### src/rtl/hplvds_rx_lane_ctrl.sv
// rtl/hplvds_rx_lane_ctrl.sv - HPLVDS RX pad sequencer, per-lane EI filter and deserialiser
module hplvds_rx_lane_ctrl #(
    parameter int LANES      = 4,
    parameter int DES_W      = 8,
    parameter int SETTLE_CYC = 16,
    parameter int EI_FILT    = 4
) (
    input  logic                     CLK_I,
    input  logic                     RST_I,
    input  logic                     EN_I,
    input  logic [LANES-1:0]         POL_I,
    input  logic [3:0]               TRIM_I,
    input  logic [LANES-1:0]         PAD_DI_I,
    input  logic [LANES-1:0]         PAD_EI_I,
    output logic                     PAD_RTERM_EN_O,
    output logic [3:0]               PAD_RTERM_TRIM_O,
    output logic                     PAD_VCM_EN_O,
    output logic                     PAD_RX_EN_O,
    output logic                     PAD_EI_EN_O,
    output logic [LANES-1:0]         PAD_RX_POL_O,
    output logic                     READY_O,
    output logic [LANES-1:0]         EI_O,
    output logic [LANES*DES_W-1:0]   DATA_O,
    output logic                     DATA_VLD_O
);

    localparam int SW = $clog2(SETTLE_CYC + 1);
    localparam int BW = $clog2(DES_W);
    localparam int EW = $clog2(EI_FILT + 1);

    typedef enum logic [1:0] {
        ST_OFF    = 2'd0,
        ST_TERM   = 2'd1,
        ST_RXON   = 2'd2,
        ST_ACTIVE = 2'd3
    } state_t;

    state_t                          state_q, state_d;
    logic [SW-1:0]                   settle_q, settle_d;
    logic                            term_en_q, term_en_d;
    logic                            rx_en_q, rx_en_d;
    logic                            ready_q, ready_d;
    logic [LANES-1:0]                pol_q;
    logic [BW-1:0]                   bit_q, bit_d;
    logic [LANES-1:0][DES_W-1:0]     shift_q, shift_d;
    logic [LANES*DES_W-1:0]          data_q, data_d;
    logic                            vld_q, vld_d;
    logic [LANES-1:0][EW-1:0]        eicnt_q, eicnt_d;
    logic [LANES-1:0]                ei_q, ei_d;
    logic                            des_run;
    logic                            filt_run;
    logic [DES_W-1:0]                word;

    // Power-up sequencer; outputs are registered from the next state
    always_comb begin
        state_d  = state_q;
        settle_d = settle_q + SW'(1);
        unique case (state_q)
            ST_OFF:    if (EN_I) state_d = ST_TERM;
            ST_TERM:   if (settle_q == SW'(SETTLE_CYC - 1)) state_d = ST_RXON;
            ST_RXON:   if (settle_q == SW'(SETTLE_CYC - 1)) state_d = ST_ACTIVE;
            ST_ACTIVE: state_d = ST_ACTIVE;
            default:   state_d = ST_OFF;
        endcase
        if (!EN_I) begin
            state_d = ST_OFF;
        end
        if (state_d != state_q || state_d == ST_OFF || state_d == ST_ACTIVE) begin
            settle_d = '0;
        end
        term_en_d = (state_d != ST_OFF);
        rx_en_d   = (state_d == ST_RXON) || (state_d == ST_ACTIVE);
        ready_d   = (state_d == ST_ACTIVE);
    end

    assign des_run  = (state_q == ST_ACTIVE) && EN_I;
    assign filt_run = ((state_q == ST_RXON) || (state_q == ST_ACTIVE)) && EN_I;

    // Deserialiser: LSB first, capture uses the EI flag as it stands on the capture cycle
    always_comb begin
        bit_d   = bit_q;
        shift_d = shift_q;
        data_d  = data_q;
        vld_d   = 1'b0;
        word    = '0;
        if (des_run) begin
            for (int l = 0; l < LANES; l++) begin
                word       = {PAD_DI_I[l], shift_q[l][DES_W-1:1]};
                shift_d[l] = word;
                if (bit_q == BW'(DES_W - 1)) begin
                    data_d[l*DES_W +: DES_W] = ei_q[l] ? '0 : word;
                end
            end
            if (bit_q == BW'(DES_W - 1)) begin
                bit_d = '0;
                vld_d = 1'b1;
            end else begin
                bit_d = bit_q + BW'(1);
            end
        end else begin
            bit_d   = '0;
            shift_d = '0;
        end
    end

    always_comb begin
        eicnt_d = '0;
        ei_d    = '0;
        for (int l = 0; l < LANES; l++) begin
            if (filt_run && PAD_EI_I[l]) begin
                eicnt_d[l] = (eicnt_q[l] == EW'(EI_FILT)) ? eicnt_q[l] : eicnt_q[l] + EW'(1);
            end
            ei_d[l] = (eicnt_d[l] == EW'(EI_FILT));
        end
    end

    always_ff @(posedge CLK_I) begin
        if (RST_I) begin
            state_q   <= ST_OFF;
            settle_q  <= '0;
            term_en_q <= 1'b0;
            rx_en_q   <= 1'b0;
            ready_q   <= 1'b0;
            pol_q     <= '0;
            bit_q     <= '0;
            shift_q   <= '0;
            data_q    <= '0;
            vld_q     <= 1'b0;
            eicnt_q   <= '0;
            ei_q      <= '0;
        end else begin
            state_q   <= state_d;
            settle_q  <= settle_d;
            term_en_q <= term_en_d;
            rx_en_q   <= rx_en_d;
            ready_q   <= ready_d;
            pol_q     <= POL_I;
            bit_q     <= bit_d;
            shift_q   <= shift_d;
            data_q    <= data_d;
            vld_q     <= vld_d;
            eicnt_q   <= eicnt_d;
            ei_q      <= ei_d;
        end
    end

    assign PAD_RTERM_EN_O   = term_en_q;
    assign PAD_VCM_EN_O     = term_en_q;
    assign PAD_RTERM_TRIM_O = TRIM_I;
    assign PAD_RX_EN_O      = rx_en_q;
    assign PAD_EI_EN_O      = rx_en_q;
    assign PAD_RX_POL_O     = pol_q;
    assign READY_O          = ready_q;
    assign EI_O             = ei_q;
    assign DATA_O           = data_q;
    assign DATA_VLD_O       = vld_q;

endmodule

### config.mk
export PLATFORM = sky130hd
export DESIGN_NAME = hplvds_rx_lane_ctrl
export DESIGN_NICKNAME = d
export VERILOG_FILES = /design/src/rtl/hplvds_rx_lane_ctrl.sv
export SDC_FILE = /design/constraint.sdc
export NUM_CORES = 1
export LEC_CHECK = 0
export ABC_AREA = 1
export CORE_MARGIN = 2
export CORE_UTILIZATION = 40
export DETAILED_ROUTE_END_ITERATION = 12
export HOLD_SLACK_MARGIN = 0.12
export PLACE_DENSITY_LB_ADDON = 0.15
export SYNTH_ARGS = -nofsm -noshare
export SYNTH_HDL_FRONTEND = slang
export SYNTH_SLANG_ARGS = --single-unit
### constraint.sdc
create_clock -name CLK_I -period 2.8 [get_ports CLK_I]
set_input_delay 0.84 -clock CLK_I [delete_from_list [all_inputs] [get_ports CLK_I]]
set_output_delay 0.84 -clock CLK_I [all_outputs]
set_load 0.02 [all_outputs]
; Yosys cells after proc, flatten, opt, wreduce, memory -nomap -nowiden
; Cells that the tools add are included.
; W data, S select, Z words.
[classes]
muxes = 17
add_sub_neg = 6
n_reduce_logical = 17
eq_ne = 16
bitwise = 1
[ops]
columns = op, n
row1 = $mux W8, 4
row2 = $eq A3 B3 Y1 const B, 9
row3 = $mux W3, 8
row4 = $add A3 B1 Y3 const B, 5
row5 = $eq A2 B2 Y1 const B, 4
row6 = $pmux W2 S4, 1
row7 = $logic_and A1 B1 Y1, 6
row8 = $mux W2, 3
row9 = $add A5 B1 Y5 const B, 1
row10 = $eq A5 B4 Y1 const B, 1
row11 = $logic_not A2 Y1, 2
row12 = $logic_or A1 B1 Y1, 4
row13 = $reduce_or A2 Y1, 2
row14 = $reduce_or A3 Y1, 1
row15 = $eq A2 B1 Y1 const B, 1
row16 = $ne A2 B2 Y1, 1
row17 = $reduce_and A2 Y1, 1
row18 = $reduce_bool A2 Y1, 1
row19 = $mux W1, 1
row20 = $not A1 Y1, 1
[word_totals]
regBits = 98
word_cells = 75
inputBits = 19
out_inout_bits = 50

; Longest topological paths before layout
; Gate-level depths: netlist of the first run.
[logic_depth]
word_depth = 8
mapped_depth = 8
mapped_depth_nobuf = 8

; Worst setup path before layout of the first run
; Ideal clock, no wire load.
[synth_path]
path_type = input to output
startpoint = input port TRIM_I[0]
endpoint = output port PAD_RTERM_TRIM_O[0]
slack_ps = 986
arrival_time_ps = 974
required_ps = 1960
path_buffers = 1
stages = 1
path_cell_list = buf_4
[synth_lines]
columns = element, line
row1 = "start, declared", 12  ; input logic [3:0] TRIM_I,
row2 = "end, declared", 16  ; output logic [3:0] PAD_RTERM_TRIM_O,
; No word-level cell between the ends.

; Final worst setup path of the first run
[layout_path]
startpoint = register ei_q[0] (netlist: EI_O[0])
endpoint = output port EI_O[0]
[layout_lines]
columns = element, line
row1 = "start, declared", 49  ; logic [LANES-1:0] ei_q, ei_d;
row2 = "start signal, assigned", 143  ; ei_q <= ei_d;
row3 = "end, declared", 22  ; output logic [LANES-1:0] EI_O,
; No word-level cell between the ends.

==> results_tabular.tex, run 1 <==
\begin{tabular}{lr}
\hline
Metric & Value \\
\hline
\multicolumn{2}{l}{\textbf{Setup path}} \\
\quad Crit-path max cell delay & approximately 0.67 ns \\
\quad Critical path's top delay family & buffers and inverters \\
\quad Crit path kind & register to output port \\
\quad Worst Setup Start Kind & register \\
\quad Worst-path cell with the longest stage delay & sky130\_fd\_sc\_hd\_\_clkdlybuf4s50\_1 \\
\quad Number of buffer and inverter stages on the critical path & 1 \\
\quad CP Data Required Time & 1.96 ns \\
\quad Ordered cell list for the critical path & clkdlybuf4s50\_1 \\
\quad Category of the worst setup path capture point & output port \\
\quad Data arrival, critical path & approximately 1.5 ns \\
\quad Highest fanout seen on the critical path & 8 \\
\multicolumn{2}{l}{\textbf{Clocking}} \\
\quad Sinks on the clock net & 94 \\
\quad Buffers inserted during post-CTS setup optimization & 0 \\
\quad CTS tree & yes \\
\quad Htree depth & 3 \\
\quad Cell at the root of the clock tree & sky130\_fd\_sc\_hd\_\_clkbuf\_8 \\
\quad Post-CTS clock slew at the launch and capture registers of the worst setup and hold paths & $\sim$0.09 ns \\
\quad Quantity of gates resized following cts & 0 \\
\quad Number of buffers added by the clock tree synthesis step & 9 \\
\quad Later-pin clock latency in the skew report & about 0.35 ns \\
\quad Maximum clock insertion buffer count & 2 \\
\quad Hold bufs inserted after CTS & 0 \\
\multicolumn{2}{l}{\textbf{Yosys}} \\
\quad Xor/xnor share of the synthesized area & less than 1\% \\
\quad Total number of yosys warnings & 0 \\
\quad Top\_reg\_cell synth & sky130\_fd\_sc\_hd\_\_dfxtp\_1 \\
\quad Area share of and/or/nand/nor cells after synthesis & between 20 and 30\% \\
\quad Synthesized area per cell & 7.572 um\^{}2 \\
\quad Number of synthesized flops with an enable pin & 0 \\
\quad Number of nets in the synthesized netlist & roughly 540 \\
\quad Fraction of synthesized cell area taken by the top area cell type & between 40\% and 50\% \\
\quad Synth Register Bits & 94 \\
\quad Compound-cell area share of the yosys netlist & under 10\% \\
\quad Number of instances in the synthesized netlist & around 500 \\
\quad Distinct cell type count of the synthesized netlist & 28 \\
\quad Leading post-synthesis cells by cell area & sky130\_fd\_sc\_hd\_\_dfxtp\_1, sky130\_fd\_sc\_hd\_\_nor2\_1, sky130\_fd\_sc\_hd\_\_inv\_1 \\
\quad Share of synthesized cell area in full adder, half adder and majority cells & around 4\% \\
\quad Most common library cells after synthesis & sky130\_fd\_sc\_hd\_\_nor2\_1, sky130\_fd\_sc\_hd\_\_inv\_1, sky130\_fd\_sc\_hd\_\_dfxtp\_1, sky130\_fd\_sc\_hd\_\_nand2\_1, sky130\_fd\_sc\_hd\_\_o21ai\_1 \\
\quad Synth area leader & sky130\_fd\_sc\_hd\_\_dfxtp\_1 \\
\quad Fraction of synthesized area in multiplexers & 0\% \\
\quad Count leader, synth & sky130\_fd\_sc\_hd\_\_nor2\_1 \\
\quad Register area share after synthesis & between 40\% and 50\% \\
\quad Netlist area before placement & roughly 0.0038 mm\^{}2 \\
\quad Share of flip-flops with an asynchronous set or reset & 0\% \\
\quad Dominant combinational cell family by area after synthesis & simple AND/OR/NAND/NOR gates \\
\multicolumn{2}{l}{\textbf{Place}} \\
\quad Buffers on Ports & 60 \\
\quad Post-Place Cell Area & between 0.004 and 0.005 mm\^{}2 \\
\quad Placed Cells & between 600 and 700 \\
\quad Routability congestion estimate & 0.8277 \\
\quad Worst slack at placement & $\sim$0.37 ns \\
\quad Half-perimeter wire length after placement & between 5000 and 6000 um \\
\multicolumn{2}{l}{\textbf{Pwr}} \\
\quad Total power density per cell area & just over 500 mW/mm\^{}2 \\
\quad Switching part of the total & roughly a fifth \\
\quad Share of power burned in registers & 55.3\% \\
\quad Leakage dissipation & 1.905 nW \\
\quad Combinational Power Share & 2.7\% \\
\quad Clock share of power & a little over two fifths \\
\quad Internal portion of total power & slightly below 2 mW \\
\quad Final Total Pwr & 2.428 mW \\
\quad Switch Pwr & just over 0.5 mW \\
\quad Worst VDD drop & 0.2947 mV \\
\multicolumn{2}{l}{\textbf{STA}} \\
\quad Min setup slack post-route & roughly 0.44 ns \\
\quad Highest achievable clock rate & about 0.42 GHz \\
\quad Final worst path period share & a little over four fifths \\
\quad Transition time at the pin with the least slew margin & about 0.50 ns \\
\quad Hold slack & around 0.43 ns \\
\quad Fin Clk Skew & 0.008839 ns \\
\quad Final Hold Violating Endpoints & 0 \\
\quad Clock period minus worst slack & 2.357 ns \\
\quad Pins Over Slew Limit & 0 \\
\quad Setup repair after global routing missed its margin & false \\
\quad Slew margin rel. & 66.56\% \\
\quad Final total negative setup slack & 0 ns \\
\quad Number of endpoints failing setup at the final stage & 0 \\
\multicolumn{2}{l}{\textbf{Cells and area}} \\
\quad Non-filler cells in the finished layout & 694 \\
\quad Filler cells & 901 \\
\quad Layout cell share with drive strength beyond 1 & 9.027\% \\
\quad Utilization after layout & 50.72\% \\
\quad Layout overhead on the synthesized area & 22.58\% \\
\quad Area of combinational cells with multiple inputs & around 0.0014 mm\^{}2 \\
\quad Area taken by flip-flops and latches & around 0.0019 mm\^{}2 \\
\quad Final layout net count & 591 \\
\quad \# diodes & 0 \\
\quad Final std cell area, no fill & approximately 0.0047 mm\^{}2 \\
\multicolumn{2}{l}{\textbf{Detailed routing}} \\
\quad Number of nets with antenna violations after detailed routing & 0 \\
\quad WL final & 7229 um \\
\quad Via-per-instance ratio & approximately 4.2 \\
\quad Vias post-DR & 2904 \\
\quad Router iterations before antenna repair & 4 \\
\quad Number of violations reported at the end of detailed-routing iteration 0 & around 110 \\
\quad Detailed-route DRC error count & 0 \\
\quad Drt wl/cell & 10.42 um \\
\multicolumn{2}{l}{\textbf{Global route}} \\
\quad Antenna violations before repair & 0 \\
\quad Wire length of the first global-routing pass & between 10000 and 15000 um \\
\quad Total congestion overflow after global routing & 0 \\
\quad Number of global-route vias before repair & around 2800 \\
\quad GRT Total Usage & 15.28\% \\
\quad Maximum number of pins on one net before global-route repair & 34 \\
\multicolumn{2}{l}{\textbf{Flow run}} \\
\quad \# Max-Cap Violations & 0 \\
\multicolumn{2}{l}{\textbf{Floorplan}} \\
\quad Die X & roughly 100 um \\
\quad Full die area & slightly above 0.01 mm\^{}2 \\
\quad Initial core utilization & between 40 and 50\% \\
\quad Height of the die & between 100 and 150 um \\
\quad Number of placed I/O pins & 69 \\
\quad Area of the core & slightly above 0.009 mm\^{}2 \\
\quad Total number of placement rows & 35 \\
\multicolumn{2}{l}{\textbf{Run status}} \\
\quad Outcome & complete, no violations \\
\multicolumn{2}{l}{\textbf{Worst hold path}} \\
\quad Worst hold-check path type & register to register \\
\hline
\end{tabular}
-- layer usage --
layer	track usage [%]	wire, um	vias to the layer above
met1	19.38	3660	1288
met3	4.141	307	5
met5	0	0	-
li1	-	-	1567
met4	6.237	82	0
met2	24.60	3178	44
-- power by group through the flow --
| stage | clock (mW) | sequential (mW) | combinational [mW] |
|---|---|---|---|
| after global placement | 0 | 1.37 | 0.0657 |
| after CTS | 1.06 | 1.34 | 0.0666 |
| after detailed placement | 0 | 1.37 | 0.0662 |
| after global routing | 1.11 | 1.34 | 0.0720 |
| after floorplan | 0 | 1.38 | 0.0321 |
| final | 1.02 | 1.34 | 0.0657 |
-- cell type report --
cell class / instances / share of cell area [%]
Clock buffer: 11 / 3.230
Clock inverter: 5 / 1.735
Inverter: 98 / 7.902
Multi-Input combinational cell: 292 / 29.93
Sequential cell: 94 / 40.15
Tap cell: 129 / 3.444
Timing Repair Buffer: 65 / 13.61
-- cell families (layout without fill, tap and decap cells) --
group,count (synthesis),count (layout)
simple gates,256,256
buf+inv,119,179
flops,94,94
compound gates,23,23
fa+ha+maj,12,12
xor+xnor,1,1
-- cells in the final DEF (no fill, tap or decap), types with 2 or more instances in the layout --
| master | instances |
|---|---|
| sky130_fd_sc_hd__nor2_1 | 125 |
| sky130_fd_sc_hd__clkbuf_8 | 11 |
| sky130_fd_sc_hd__nor2_4 | 10 |
| sky130_fd_sc_hd__clkdlybuf4s50_1 | 60 |
| sky130_fd_sc_hd__o21ai_0 | 8 |
| sky130_fd_sc_hd__inv_2 | 2 |
| sky130_fd_sc_hd__nand4_1 | 3 |
| sky130_fd_sc_hd__nand3_1 | 11 |
| sky130_fd_sc_hd__ha_1 | 12 |
| sky130_fd_sc_hd__inv_1 | 95 |
| sky130_fd_sc_hd__nand2_2 | 2 |
| sky130_fd_sc_hd__nand2_1 | 90 |
| sky130_fd_sc_hd__o21ai_1 | 13 |
| sky130_fd_sc_hd__bufinv_16 | 2 |
| sky130_fd_sc_hd__dfxtp_1 | 94 |
| sky130_fd_sc_hd__buf_4 | 5 |
| sky130_fd_sc_hd__nor2_2 | 10 |
-- state kept, by name, summed over array words and instances (netlist names) --
name            cells
eicnt_q            12
DATA_VLD_O          1
settle_q            5
DATA_O             32
state_q             2
PAD_EI_EN_O         1
shift_q            28
PAD_RX_POL_O        4
bit_q               3
PAD_RTERM_EN_O      1
READY_O             1
EI_O                4
-- path summary, 6_finish.rpt --
kind,from,to,slack (ns),depth (start not counted)
setup reg to reg,bit_q[0]$_SDFF_PP0_,DATA_O[2]$_SDFFE_PP0P_,1.03,8
setup / recovery,EI_O[0]$_SDFF_PP0_,EI_O[0],0.44,1
hold / removal,shift_q[27]$_SDFF_PP0_,shift_q[26]$_SDFF_PP0_,0.43,2
hold reg to reg,shift_q[27]$_SDFF_PP0_,shift_q[26]$_SDFF_PP0_,0.43,2
Note: power is estimated with default switching activity, not from simulation.
==> run 2: changes to the inputs <==
Clock period 2.8 ns to 2.3 ns, I/O delays scaled along.
==> run 2 against run 1 <==
Compared with the run above: routed wire length down 3.1%; critical endpoint is now EI_O[1]; cell area decreased by 0.51%; flip-flop and latch count stayed put.
==> results_tabular.tex, run 2 (same netlist as run 1, synthesis figures left out) <==
\begin{tabular}{lr}
\hline
Metric & Value \\
\hline
\multicolumn{2}{l}{\textbf{Detailed routing}} \\
\quad WL final & approximately 7000 um \\
\quad Router iterations before antenna repair & 4 \\
\quad Number of violations reported at the end of detailed-routing iteration 0 & 127 \\
\quad Number of nets with antenna violations after detailed routing & 0 \\
\quad Vias post-DR & 2944 \\
\quad Via-per-instance ratio & approximately 4.2 \\
\quad Detailed-route DRC error count & 0 \\
\quad Drt wl/cell & roughly 10 um \\
\multicolumn{2}{l}{\textbf{Floorplan}} \\
\quad Full die area & between 0.01 and 0.015 mm\^{}2 \\
\quad Die X & 101.8 um \\
\quad Number of placed I/O pins & between 60 and 70 \\
\quad Total number of placement rows & 35 \\
\quad Initial core utilization & about two fifths \\
\quad Height of the die & roughly 100 um \\
\quad Area of the core & 0.009240 mm\^{}2 \\
\multicolumn{2}{l}{\textbf{STA}} \\
\quad Pins Over Slew Limit & 0 \\
\quad Setup repair after global routing missed its margin & false \\
\quad Final total negative setup slack & 0 ns \\
\quad Final Hold Violating Endpoints & 0 \\
\quad Number of endpoints failing setup at the final stage & 0 \\
\quad Transition time at the pin with the least slew margin & $\sim$0.37 ns \\
\quad Final worst path period share & 93.85\% \\
\quad Highest achievable clock rate & about 0.46 GHz \\
\quad Fin Clk Skew & 0.01512 ns \\
\quad Hold slack & roughly 0.42 ns \\
\quad Clock period minus worst slack & roughly 2.2 ns \\
\quad Slew margin rel. & 75.51\% \\
\multicolumn{2}{l}{\textbf{Clocking}} \\
\quad Buffers inserted during post-CTS setup optimization & 0 \\
\quad Later-pin clock latency in the skew report & about 0.35 ns \\
\quad Number of buffers added by the clock tree synthesis step & 9 \\
\quad Maximum clock insertion buffer count & 2 \\
\quad Sinks on the clock net & 94 \\
\quad Hold bufs inserted after CTS & 0 \\
\quad Cell at the root of the clock tree & sky130\_fd\_sc\_hd\_\_clkbuf\_8 \\
\quad Post-CTS clock slew at the launch and capture registers of the worst setup and hold paths & around 0.09 ns \\
\quad CTS tree & yes \\
\quad Quantity of gates resized following cts & 0 \\
\quad Htree depth & 3 \\
\multicolumn{2}{l}{\textbf{Cells and area}} \\
\quad Filler cells & roughly 900 \\
\quad Commonest cells after routing, fill and taps aside & sky130\_fd\_sc\_hd\_\_nor2\_1, sky130\_fd\_sc\_hd\_\_inv\_1, sky130\_fd\_sc\_hd\_\_dfxtp\_1, sky130\_fd\_sc\_hd\_\_nand2\_1, sky130\_fd\_sc\_hd\_\_clkdlybuf4s50\_1 \\
\quad Final layout net count & just under 600 \\
\quad \# diodes & 0 \\
\quad Utilization after layout & about half \\
\quad Area taken by flip-flops and latches & between 0.0015 and 0.002 mm\^{}2 \\
\quad Number of flip-flops under the largest register name & 32 \\
\quad Area of combinational cells with multiple inputs & 0.001403 mm\^{}2 \\
\quad Layout overhead on the synthesized area & 21.96\% \\
\quad Most frequent standard cell in the layout excluding fill and tap cells & sky130\_fd\_sc\_hd\_\_nor2\_1 \\
\quad Layout cell share with drive strength beyond 1 & under 10\% \\
\multicolumn{2}{l}{\textbf{Setup path}} \\
\quad Worst-path cell with the longest stage delay & sky130\_fd\_sc\_hd\_\_clkdlybuf4s50\_1 \\
\quad CP Data Required Time & 1.61 ns \\
\quad Endpoint of the most critical register-to-register path & DATA\_O[10]\$\_SDFFE\_PP0P\_ \\
\quad Ordered cell list for the critical path & clkdlybuf4s50\_1 \\
\quad Critical path's top delay family & buffers and inverters \\
\quad Crit-path max cell delay & 0.66 ns \\
\quad Crit path kind & register to output port \\
\quad Number of buffer and inverter stages on the critical path & 1 \\
\quad Reg-to-reg startpoint & bit\_q[0]\$\_SDFF\_PP0\_ \\
\quad Category of the worst setup path capture point & output port \\
\quad Data arrival, critical path & roughly 1.5 ns \\
\quad Cell depth of the worst flop-to-flop path & 8 \\
\quad Worst Setup Start Kind & register \\
\quad Flop2flop setup slack & between 0.7 and 0.8 ns \\
\quad Highest fanout seen on the critical path & 7 \\
\multicolumn{2}{l}{\textbf{Run status}} \\
\quad Outcome & complete, no violations \\
\multicolumn{2}{l}{\textbf{Global route}} \\
\quad GRT Total Usage & around 15\% \\
\quad Maximum number of pins on one net before global-route repair & 34 \\
\quad Total congestion overflow after global routing & 0 \\
\quad Antenna violations before repair & 0 \\
\quad Wire length of the first global-routing pass & 12250 um \\
\quad Number of global-route vias before repair & 2834 \\
\multicolumn{2}{l}{\textbf{Worst hold path}} \\
\quad Worst Hold Launch & bit\_q[0]\$\_SDFF\_PP0\_ \\
\quad Worst hold path endpoint & bit\_q[0]\$\_SDFF\_PP0\_ \\
\quad Worst hold-check path type & register to register \\
\quad Cell depth of the worst min-delay path & 1 \\
\multicolumn{2}{l}{\textbf{Pwr}} \\
\quad Switching part of the total & between 20\% and 30\% \\
\quad Leakage dissipation & $\sim$1.9 nW \\
\quad Clock share of power & between 30\% and 40\% \\
\quad Switch Pwr & $\sim$0.62 mW \\
\quad Worst VDD drop & 0.3012 mV \\
\quad Combinational Power Share & around 3\% \\
\quad Share of power burned in registers & approximately three fifths \\
\quad Final Total Pwr & roughly 2.7 mW \\
\quad Total power density per cell area & about 580 mW/mm\^{}2 \\
\quad Internal portion of total power & about 2.1 mW \\
\multicolumn{2}{l}{\textbf{Place}} \\
\quad Buffers on Ports & 60 \\
\quad Half-perimeter wire length after placement & between 5000 and 6000 um \\
\quad Routability congestion estimate & 0.8101 \\
\multicolumn{2}{l}{\textbf{Flow run}} \\
\quad \# Max-Cap Violations & 0 \\
\hline
\end{tabular}
run 2: cell count changes in the layout (fill, tap and decap cells not counted):
cell / change
sky130_fd_sc_hd__inv_6: +1
sky130_fd_sc_hd__buf_4: +2
sky130_fd_sc_hd__buf_12: +1
sky130_fd_sc_hd__clkinv_2: +1
sky130_fd_sc_hd__bufinv_16: -2
sky130_fd_sc_hd__clkbuf_8: -2
sky130_fd_sc_hd__clkinvlp_4: +2
run 2: final cells by class:
type,count,share of cell area [%]
sequential,94,40.35
clock inverter,7,1.073
clock buffer,9,2.656
tap,129,3.461
multi-input combinational,292,30.08
timing repair buffer,68,14.44
inverter,98,7.942
run 2: how the worst max path moves through the flow:
| stage | start | to | slack (ns) | cells after the start |
|---|---|---|---|---|
| after detailed placement | EN_I | DATA_O[10]$_SDFFE_PP0P_ | 0.19 | 7 |
| after CTS | EI_O[1]$_SDFF_PP0_ | EI_O[1] | 0.12 | 1 |
| after floorplan | TRIM_I[0] | PAD_RTERM_TRIM_O[0] | 0.79 | 1 |
| after global routing | EI_O[1]$_SDFF_PP0_ | EI_O[1] | 0.07 | 1 |
| final | EI_O[1]$_SDFF_PP0_ | EI_O[1] | 0.14 | 1 |
| after global placement | EN_I | DATA_O[1]$_SDFFE_PP0P_ | 0.21 | 7 |
run 2: layer usage:
layer	GRT usage [%]	vias to the layer above	share of wire (%)
met2	25.56	56	47
met5	0	-	0
met1	18.48	1296	48
met3	3.175	11	4.1
li1	-	1581	-
met4	5.717	0	1.5
run 2: stage by stage:
step	instances	instance area [um^2]	setup WS [ns]
2_1_floorplan	505	3824	0.7860
3_3_place_gp	681	4489	0.2117
3_5_place_dp	681	4489	0.1926
4_1_cts	697	4663	0.1187
5_1_grt	697	4663	0.06588
6_report	697	4663	0.1414
run 2: worst register-to-register path, stage by stage (launching register included):
cell	delay (ns)
sky130_fd_sc_hd__dfxtp_1	0.34
sky130_fd_sc_hd__ha_1	0.15
sky130_fd_sc_hd__ha_1	0.17
sky130_fd_sc_hd__nand2_2	0.20
sky130_fd_sc_hd__nor2_8	0.23
sky130_fd_sc_hd__buf_4	0.20
sky130_fd_sc_hd__nand2_1	0.06
sky130_fd_sc_hd__nand2_1	0.05
sky130_fd_sc_hd__nor2_1	0.05
run 2: power by group through the flow:
stage          Combinational (mW)  Clock, mW  Sequential (mW)
6_report                   0.0795      0.971             1.64
5_1_grt                    0.0878       1.08             1.64
4_1_cts                    0.0805       1.01             1.64
3_5_place_dp               0.0800          0             1.67
3_3_place_gp               0.0798          0             1.67
2_1_floorplan              0.0391          0             1.68
